[src/rtl/rd_port_arbiter_pkg.sv]
// rd_port_arbiter_pkg
//  Shared types for the read-port arbiter slice.
//  addr_t / data_t : memory read address and read data words
//  arb_idx_t       : requester index, stored as a tag per issued read
//  rr_next()       : round-robin successor of a granted index
package rd_port_arbiter_pkg;

  localparam int ADDR_WIDTH  = 32;
  localparam int DATA_WIDTH  = 32;
  localparam int NUM_REQ_MAX = 16;

  typedef logic [ADDR_WIDTH-1:0]          addr_t;
  typedef logic [DATA_WIDTH-1:0]          data_t;
  typedef logic [$clog2(NUM_REQ_MAX)-1:0] arb_idx_t;

  // Index after gnt, wrapping at num_req (which need not be a power of 2).
  function automatic arb_idx_t rr_next(input arb_idx_t gnt, input int num_req);
    if (int'(gnt) >= num_req - 1) return '0;
    return gnt + 1'b1;
  endfunction

endpackage

[src/rtl/rd_port_arbiter_fifo.sv]
// rd_port_arbiter_fifo
//  Generic synchronous FIFO, used as the in-order tag queue of the arbiter.
//  Head element is presented combinationally (show-ahead).
//  Ports:
//   clk_i, arst_ni      clock, async active-low reset
//   elem_in_*           write side (valid/ready handshake)
//   elem_out_*          read side  (valid/ready handshake)
//  PIPELINED=1 lets a full FIFO accept a write in a cycle it is also popped.
module rd_port_arbiter_fifo #(
  parameter int ELEM_WIDTH = 1,
  parameter int FIFO_SIZE  = 4,
  parameter bit PIPELINED  = 1'b0
) (
  input  logic                  clk_i,
  input  logic                  arst_ni,
  input  logic [ELEM_WIDTH-1:0] elem_in_i,
  input  logic                  elem_in_valid_i,
  output logic                  elem_in_ready_o,
  output logic [ELEM_WIDTH-1:0] elem_out_o,
  output logic                  elem_out_valid_o,
  input  logic                  elem_out_ready_i
);

  localparam int PW = $clog2(FIFO_SIZE);

  logic [ELEM_WIDTH-1:0] r_mem [FIFO_SIZE];
  // One extra wrap bit on each pointer distinguishes full from empty.
  logic [PW:0]           r_wr_ptr;
  logic [PW:0]           r_rd_ptr;
  logic                  w_full;
  logic                  w_empty;
  logic                  w_push;
  logic                  w_pop;

  assign w_empty          = (r_wr_ptr == r_rd_ptr);
  assign w_full           = (r_wr_ptr[PW] != r_rd_ptr[PW]) &&
                            (r_wr_ptr[PW-1:0] == r_rd_ptr[PW-1:0]);
  assign elem_in_ready_o  = ~w_full | (PIPELINED & elem_out_ready_i);
  assign elem_out_valid_o = ~w_empty;
  assign elem_out_o       = r_mem[r_rd_ptr[PW-1:0]];
  assign w_push           = elem_in_valid_i & elem_in_ready_o;
  assign w_pop            = elem_out_valid_o & elem_out_ready_i;

  always_ff @(posedge clk_i) begin
    if (w_push) r_mem[r_wr_ptr[PW-1:0]] <= elem_in_i;
  end

  always_ff @(posedge clk_i or negedge arst_ni) begin
    if (!arst_ni) begin
      r_wr_ptr <= '0;
      r_rd_ptr <= '0;
    end else begin
      if (w_push) r_wr_ptr <= r_wr_ptr + 1'b1;
      if (w_pop)  r_rd_ptr <= r_rd_ptr + 1'b1;
    end
  end

endmodule

[src/rtl/rd_port_arbiter.sv]
// rd_port_arbiter
//  Shares one memory read port between NUM_REQ requesters. Addresses are granted
//  round-robin; each granted index is queued as a tag so in-order read data can
//  be steered back to the requester that issued it.
//  Ports:
//   clk_i, arst_ni                   clock, async active-low reset
//   req_addr_i/valid_i/ready_o       per-requester address channel
//   req_data_o, req_data_valid_o     broadcast data, one-hot valid
//   mem_addr_o/valid_o/ready_i       address channel to memory
//   mem_data_i, mem_data_valid_i     memory read data (no backpressure)
//   outstanding_o                    reads issued and not yet answered
//   spurious_o                       data beat arrived with no tag queued
module rd_port_arbiter
  import rd_port_arbiter_pkg::*;
#(
  parameter int NUM_REQ         = 2,
  parameter int MAX_OUTSTANDING = 4
) (
  input  logic                                 clk_i,
  input  logic                                 arst_ni,
  input  addr_t                                req_addr_i [NUM_REQ],
  input  logic [NUM_REQ-1:0]                   req_addr_valid_i,
  output logic [NUM_REQ-1:0]                   req_addr_ready_o,
  output data_t                                req_data_o,
  output logic [NUM_REQ-1:0]                   req_data_valid_o,
  output addr_t                                mem_addr_o,
  output logic                                 mem_addr_valid_o,
  input  logic                                 mem_addr_ready_i,
  input  data_t                                mem_data_i,
  input  logic                                 mem_data_valid_i,
  output logic [$clog2(MAX_OUTSTANDING+1)-1:0] outstanding_o,
  output logic                                 spurious_o
);

  localparam int CNT_W = $clog2(MAX_OUTSTANDING + 1);

  arb_idx_t           r_rr_ptr;
  arb_idx_t           r_gnt_q;
  logic               r_lock;
  logic [CNT_W-1:0]   r_count;

  logic [NUM_REQ-1:0] w_masked;
  logic [NUM_REQ-1:0] w_pick;
  arb_idx_t           w_rr_gnt;
  arb_idx_t           w_gnt;
  arb_idx_t           w_head;
  logic               w_gated;
  logic               w_hs;
  logic               w_pop;
  logic               w_tag_in_ready;
  logic               w_tag_valid;

  // Requesters at or above rr_ptr take priority; if none of them is valid,
  // fall back to the lowest valid index (the wrap-around part of the search).
  generate
    for (genvar gi = 0; gi < NUM_REQ; gi++) begin : g_mask
      assign w_masked[gi] = req_addr_valid_i[gi] & (gi >= int'(r_rr_ptr));
    end
  endgenerate

  assign w_pick = (|w_masked) ? w_masked : req_addr_valid_i;

  always_comb begin
    w_rr_gnt = '0;
    for (int i = NUM_REQ - 1; i >= 0; i--) begin
      if (w_pick[i]) w_rr_gnt = arb_idx_t'(i);
    end
  end

  // A stalled address holds its grant so the memory sees a stable request.
  assign w_gnt   = r_lock ? r_gnt_q : w_rr_gnt;
  // Gating looks at the registered count: a pop this cycle frees a slot next cycle.
  assign w_gated = (r_count == CNT_W'(MAX_OUTSTANDING)) | ~w_tag_in_ready;

  // arst_ni qualifies the combinational outputs so nothing is asserted in reset.
  assign mem_addr_valid_o = arst_ni & ~w_gated & (r_lock | (|req_addr_valid_i));
  assign w_hs             = mem_addr_valid_o & mem_addr_ready_i;

  always_comb begin
    mem_addr_o = '0;
    for (int i = 0; i < NUM_REQ; i++) begin
      if (w_gnt == arb_idx_t'(i)) mem_addr_o = req_addr_i[i];
    end
  end

  assign w_pop      = arst_ni & mem_data_valid_i & w_tag_valid;
  assign spurious_o = arst_ni & mem_data_valid_i & ~w_tag_valid;
  assign req_data_o = w_pop ? mem_data_i : '0;

  generate
    for (genvar gi = 0; gi < NUM_REQ; gi++) begin : g_port
      assign req_addr_ready_o[gi] = w_hs  & (w_gnt  == arb_idx_t'(gi));
      assign req_data_valid_o[gi] = w_pop & (w_head == arb_idx_t'(gi));
    end
  endgenerate

  rd_port_arbiter_fifo #(
    .ELEM_WIDTH ($bits(arb_idx_t)),
    .FIFO_SIZE  (MAX_OUTSTANDING),
    .PIPELINED  (1'b0)
  ) u_tag_fifo (
    .clk_i            (clk_i),
    .arst_ni          (arst_ni),
    .elem_in_i        (w_gnt),
    .elem_in_valid_i  (w_hs),
    .elem_in_ready_o  (w_tag_in_ready),
    .elem_out_o       (w_head),
    .elem_out_valid_o (w_tag_valid),
    .elem_out_ready_i (w_pop)
  );

  always_ff @(posedge clk_i or negedge arst_ni) begin
    if (!arst_ni) begin
      r_rr_ptr <= '0;
      r_gnt_q  <= '0;
      r_lock   <= 1'b0;
      r_count  <= '0;
    end else begin
      if (w_hs) begin
        r_rr_ptr <= rr_next(w_gnt, NUM_REQ);
        r_lock   <= 1'b0;
      end else if (mem_addr_valid_o) begin
        r_lock   <= 1'b1;
        r_gnt_q  <= w_gnt;
      end
      case ({w_hs, w_pop})
        2'b10:   r_count <= r_count + 1'b1;
        2'b01:   r_count <= r_count - 1'b1;
        default: r_count <= r_count;
      endcase
    end
  end

  assign outstanding_o = r_count;

endmodule

[config.mk]
export PLATFORM = sky130hd
export DESIGN_NAME = rd_port_arbiter
export DESIGN_NICKNAME = d
export VERILOG_FILES = /design/src/rtl/rd_port_arbiter_pkg.sv /design/src/rtl/rd_port_arbiter_fifo.sv /design/src/rtl/rd_port_arbiter.sv
export SDC_FILE = /design/constraint.sdc
export NUM_CORES = 1
export LEC_CHECK = 0
export BUFFER_PORTS_ARGS = -buffer_cell sky130_fd_sc_hd__buf_2
export CAP_MARGIN = 10
export CORE_MARGIN = 4
export CORE_UTILIZATION = 36
export DETAILED_ROUTE_END_ITERATION = 10
export PLACE_DENSITY = 0.78
export SKIP_LAST_GASP = 1
export SYNTH_ARGS = -nofsm -noshare
export SYNTH_HDL_FRONTEND = slang
export SYNTH_SLANG_ARGS = --single-unit
[constraint.sdc]
create_clock -name clk_i -period 2.05 [get_ports clk_i]
set_input_delay 0 -clock clk_i [delete_from_list [all_inputs] [get_ports clk_i]]
set_output_delay 0 -clock clk_i [all_outputs]
set_load 0.02 [all_outputs]
==> flow_metrics.py <==
metrics = {
    "critical_path": {
        "cp.required_ps": 2050,
        "crit_chain": "or4b_4, a31oi_4, inv_1, ha_2, nand2_4, nor2_4, a22o_4, buf_4",
        "critPathMaxStageDelay_ps": 560,
        "critPathCaptureType": "output port",
        "crit_path_start_kind": "flip-flop",
        "crit_end": "mem_addr_o[5]",
        "path_class": "flip-flop to output port",
        "reg2reg_to": "r_rr_ptr[0]$_DFFE_PN0N_",
        "crit_arrival_ps": 2330,
        "r2r-start": "r_rr_ptr[1]$_DFFE_PN0N_",
        "path_max_fanout": 8,
        "cp-startpoint": "r_rr_ptr[1]$_DFFE_PN0N_",
        "critPathSlowestCell": "or4b_4",
        "r2r_cells": 8,
        "rrSetupSlack_ps": -80,
    },
    "job": {
        "maxCapViolCount": 0,
    },
    "status": {
        "failed_checks": "negative setup slack",
        "status": "complete, but fails checks",
    },
    "detailed_routing": {
        "detail-route-antenna-nets": 0,
        "via_count": 2324,
        "drc": 0,
        "drt-total-wl_microns": 7218,
        "drt_iter0_markers": 58,
        "wl_per_cell_microns": 15.16,
        "via_per_inst": 4.882,
        "first_pass_iters": 4,
    },
    "timing": {
        "worstMarginPinSlew_ps": 389.4,
        "period_share_pct": 113.5,
        "rsz0062_at_grt": "yes",
        "finClkSkew_ps": 4.580,
        "timing.final.ws_setup_ps": -275.8,
        "fin_tns_setup_ps": -8502,
        "max_freq_mhz": 430.0,
        "min_period_ps": 2326,
        "slew_headroom_pct": 73.87,
        "hold_viol_final": 0,
        "final-setup-viol-count": 37,
        "slew_viol_final": 0,
        "whs_ps": 55.60,
    },
    "pwr": {
        "pwr-share-comb_pct": 71.0,
        "p_leak_nw": 2.067,
        "ir_drop_v": 0.001209,
        "switching_power_mw": 2.504,
        "internal_power_mw": 3.586,
        "power_frac_clock_pct": 12.1,
        "total_power_mw": 6.090,
        "power_frac_seq_pct": 16.9,
        "p_sw_share_pct": 41.11,
        "power.density_nw_per_um2": 1529,
    },
    "logic_synthesis": {
        "synth.top_cell.area_share_pct": 22.11,
        "yosys-top-cells-area": "edfxtp_1 (22%), dfrtp_1 (21%), a22o_1 (13%)",
        "synthArstFlopShare_pct": 52.94,
        "synth_fp_nets": 313,
        "netlist_instances": 200,
        "synth_flop_cell": "dfrtp_1",
        "synthesis.area_sq_um": 2173,
        "avgSynthCellArea_sq_um": 10.87,
        "yosysWarningCount": 0,
        "ys_ff_latch": 34,
        "synth_edf_count": 16,
        "yosysMostFrequentCell": "and2_1",
        "ys_types": 36,
        "synth_largest_area_cell": "edfxtp_1",
        "ys_seq_area_share_pct": 42.83,
        "synth_common_cells": "and2_1 (39), a22o_1 (32), dfrtp_1 (18), edfxtp_1 (16), inv_1 (13)",
    },
    "clock_network": {
        "clk_latency_ps": 290,
        "clockBufferDepth": 2,
        "htreeDepth": 2,
        "cts_root_buffer": "clkbuf_8",
        "cts_tree": "yes",
        "cts.clk_slew.worst_paths_ps": 70,
        "numCtsBuffers": 5,
        "clock_sinks": 34,
    },
    "placed_design": {
        "portBuffers": 174,
        "pre_cts_ws_ps": -292.1,
        "hpwlAfterDp_microns": 5558,
        "gp_congestion": 0.7622,
        "place_area_sq_um": 3537,
    },
    "floorplan": {
        "core-area_sq_um": 5886,
        "die_width_microns": 85.70,
        "start_util_pct": 36.93,
        "boundaryPins": 175,
        "die_area_sq_um": 7344,
        "die_h_microns": 85.70,
        "row_count": 28,
    },
    "grt": {
        "grt_pass1_vias": 2491,
        "gr-usage-met2_pct": 38.98,
        "grt_overflow": 0,
        "track_usage_pct": 19.29,
        "met1_usage_pct": 17.26,
        "grt_pass1_wl_microns": 11010,
        "grt.busiest_layer": "met2",
        "antenna_found_initial": 0,
        "grtUsageMet3_pct": 6.148,
        "grt_max_degree": 38,
    },
    "cells_and_area": {
        "fin_area_sq_um": 3983,
        "drive_gt1_share_pct": 67.08,
        "fill_cells": 451,
        "syn2layout_area_growth_pct": 83.25,
        "nNetsFinal": 513,
        "diodes": 0,
    },
    "min_path": {
        "holdPathStages": 3,
        "hp-start": "mem_addr_ready_i",
        "min_path_type": "primary input to flip-flop",
    },
}
==> layout by cell type, fill, tap and decap left out, types with 2 or more instances in the layout <==
cell and count:
buf_6 18, a22o_1 3, nand2_1 6, a22o_4 29, nor2_1 7, buf_4 31
nor2b_1 2, clkbuf_8 5, buf_12 2, edfxtp_1 16, mux2_2 5, ha_1 7
ha_4 2, nor3_1 4, nor2_4 4, xnor2_1 5, bufinv_16 2, xor2_1 3
dfrtp_2 2, mux4_2 2, inv_1 11, buf_2 150, inv_2 2, and2_1 37
dfrtp_1 16, nand3b_1 3, o21a_1 3
==> worst max-delay path: cells and delay by family (launching register included) <==
kind / cells / cell delay, ps
DFF: 1 / 390
buffers and inverters: 2 / 240
and+or+nand+nor: 3 / 810
AOI/OAI and AO/OA: 2 / 400
adders and majority gates: 1 / 200
==> stage by stage <==
stage               utilization, %  instances
floorplan                        -        200
global placement             60.10        456
detailed placement           60.10        456
CTS                          66.48        476
global route                 67.67        476
finish                       67.67        476
==> state kept, by name, indices dropped and copies added (netlist names) <==
signal / flops
r_gnt_q: 4
r_lock: 1
u_tag_fifo.r_rd_ptr: 3
r_rr_ptr: 4
u_tag_fifo.r_mem: 16
outstanding_o: 3
u_tag_fifo.r_wr_ptr: 3
==> power by group through the flow <==
stage / combinational [mW] / clock (mW) / sequential (mW)
2_1_floorplan: 2.52 / 0 / 1.08
3_3_place_gp: 3.57 / 0 / 1.02
3_5_place_dp: 3.66 / 0 / 1.03
4_1_cts: 4.19 / 0.746 / 1.02
5_1_grt: 4.64 / 0.775 / 1.05
6_report: 4.32 / 0.734 / 1.03
==> cell type report <==
class	instances	area [sq um]	share of cell area [%]
multi-input cells	143	1505	37.79
repair buffers	203	1264	31.73
flip-flops and latches	34	933.4	23.44
well taps	75	93.84	2.356
clock buffers	5	68.82	1.728
clock inverters	3	68.82	1.728
inverters	13	48.80	1.225
==> per-layer routing <==
layer,part of all wire (%),up-vias
met5,0,-
li1,-,1105
met2,55,123
met3,9.5,15
met1,33,1081
met4,2.6,0
==> worst min path at each step <==
stage                                                    end
after global placement    u_tag_fifo.r_wr_ptr[2]$_DFFE_PN0N_
after CTS                 u_tag_fifo.r_wr_ptr[2]$_DFFE_PN0N_
after floorplan                 outstanding_o[0]$_DFFE_PN0P_
final                     u_tag_fifo.r_wr_ptr[2]$_DFFE_PN0N_
after detailed placement  u_tag_fifo.r_wr_ptr[1]$_DFFE_PN0N_
after global routing      u_tag_fifo.r_wr_ptr[2]$_DFFE_PN0N_
==> repair_timing <==
item	in CTS	in global routing
endpoints found under the setup margin	38	39
hold buffers	1	0
cloned	4	0
buffers inserted	7	0
pin swaps	9	13
resized for setup	40	17
hold endpoints to repair	18	0
==> kinds of logic (layout without fill, tap and decap cells) <==
kind of cell	count (synthesis)	in the layout	share of synthesized area [%]
adder cells (fa/ha/maj)	11	11	6.678
flip-flops	34	34	42.83
AND/OR/NAND/NOR	69	72	18.88
multiplexers	9	9	5.814
buffers and inverters	26	224	5.527
XOR/XNOR	10	10	4.030
AO/OA/AOI/OAI	41	41	16.23
(Power assumes the default switching activity.)
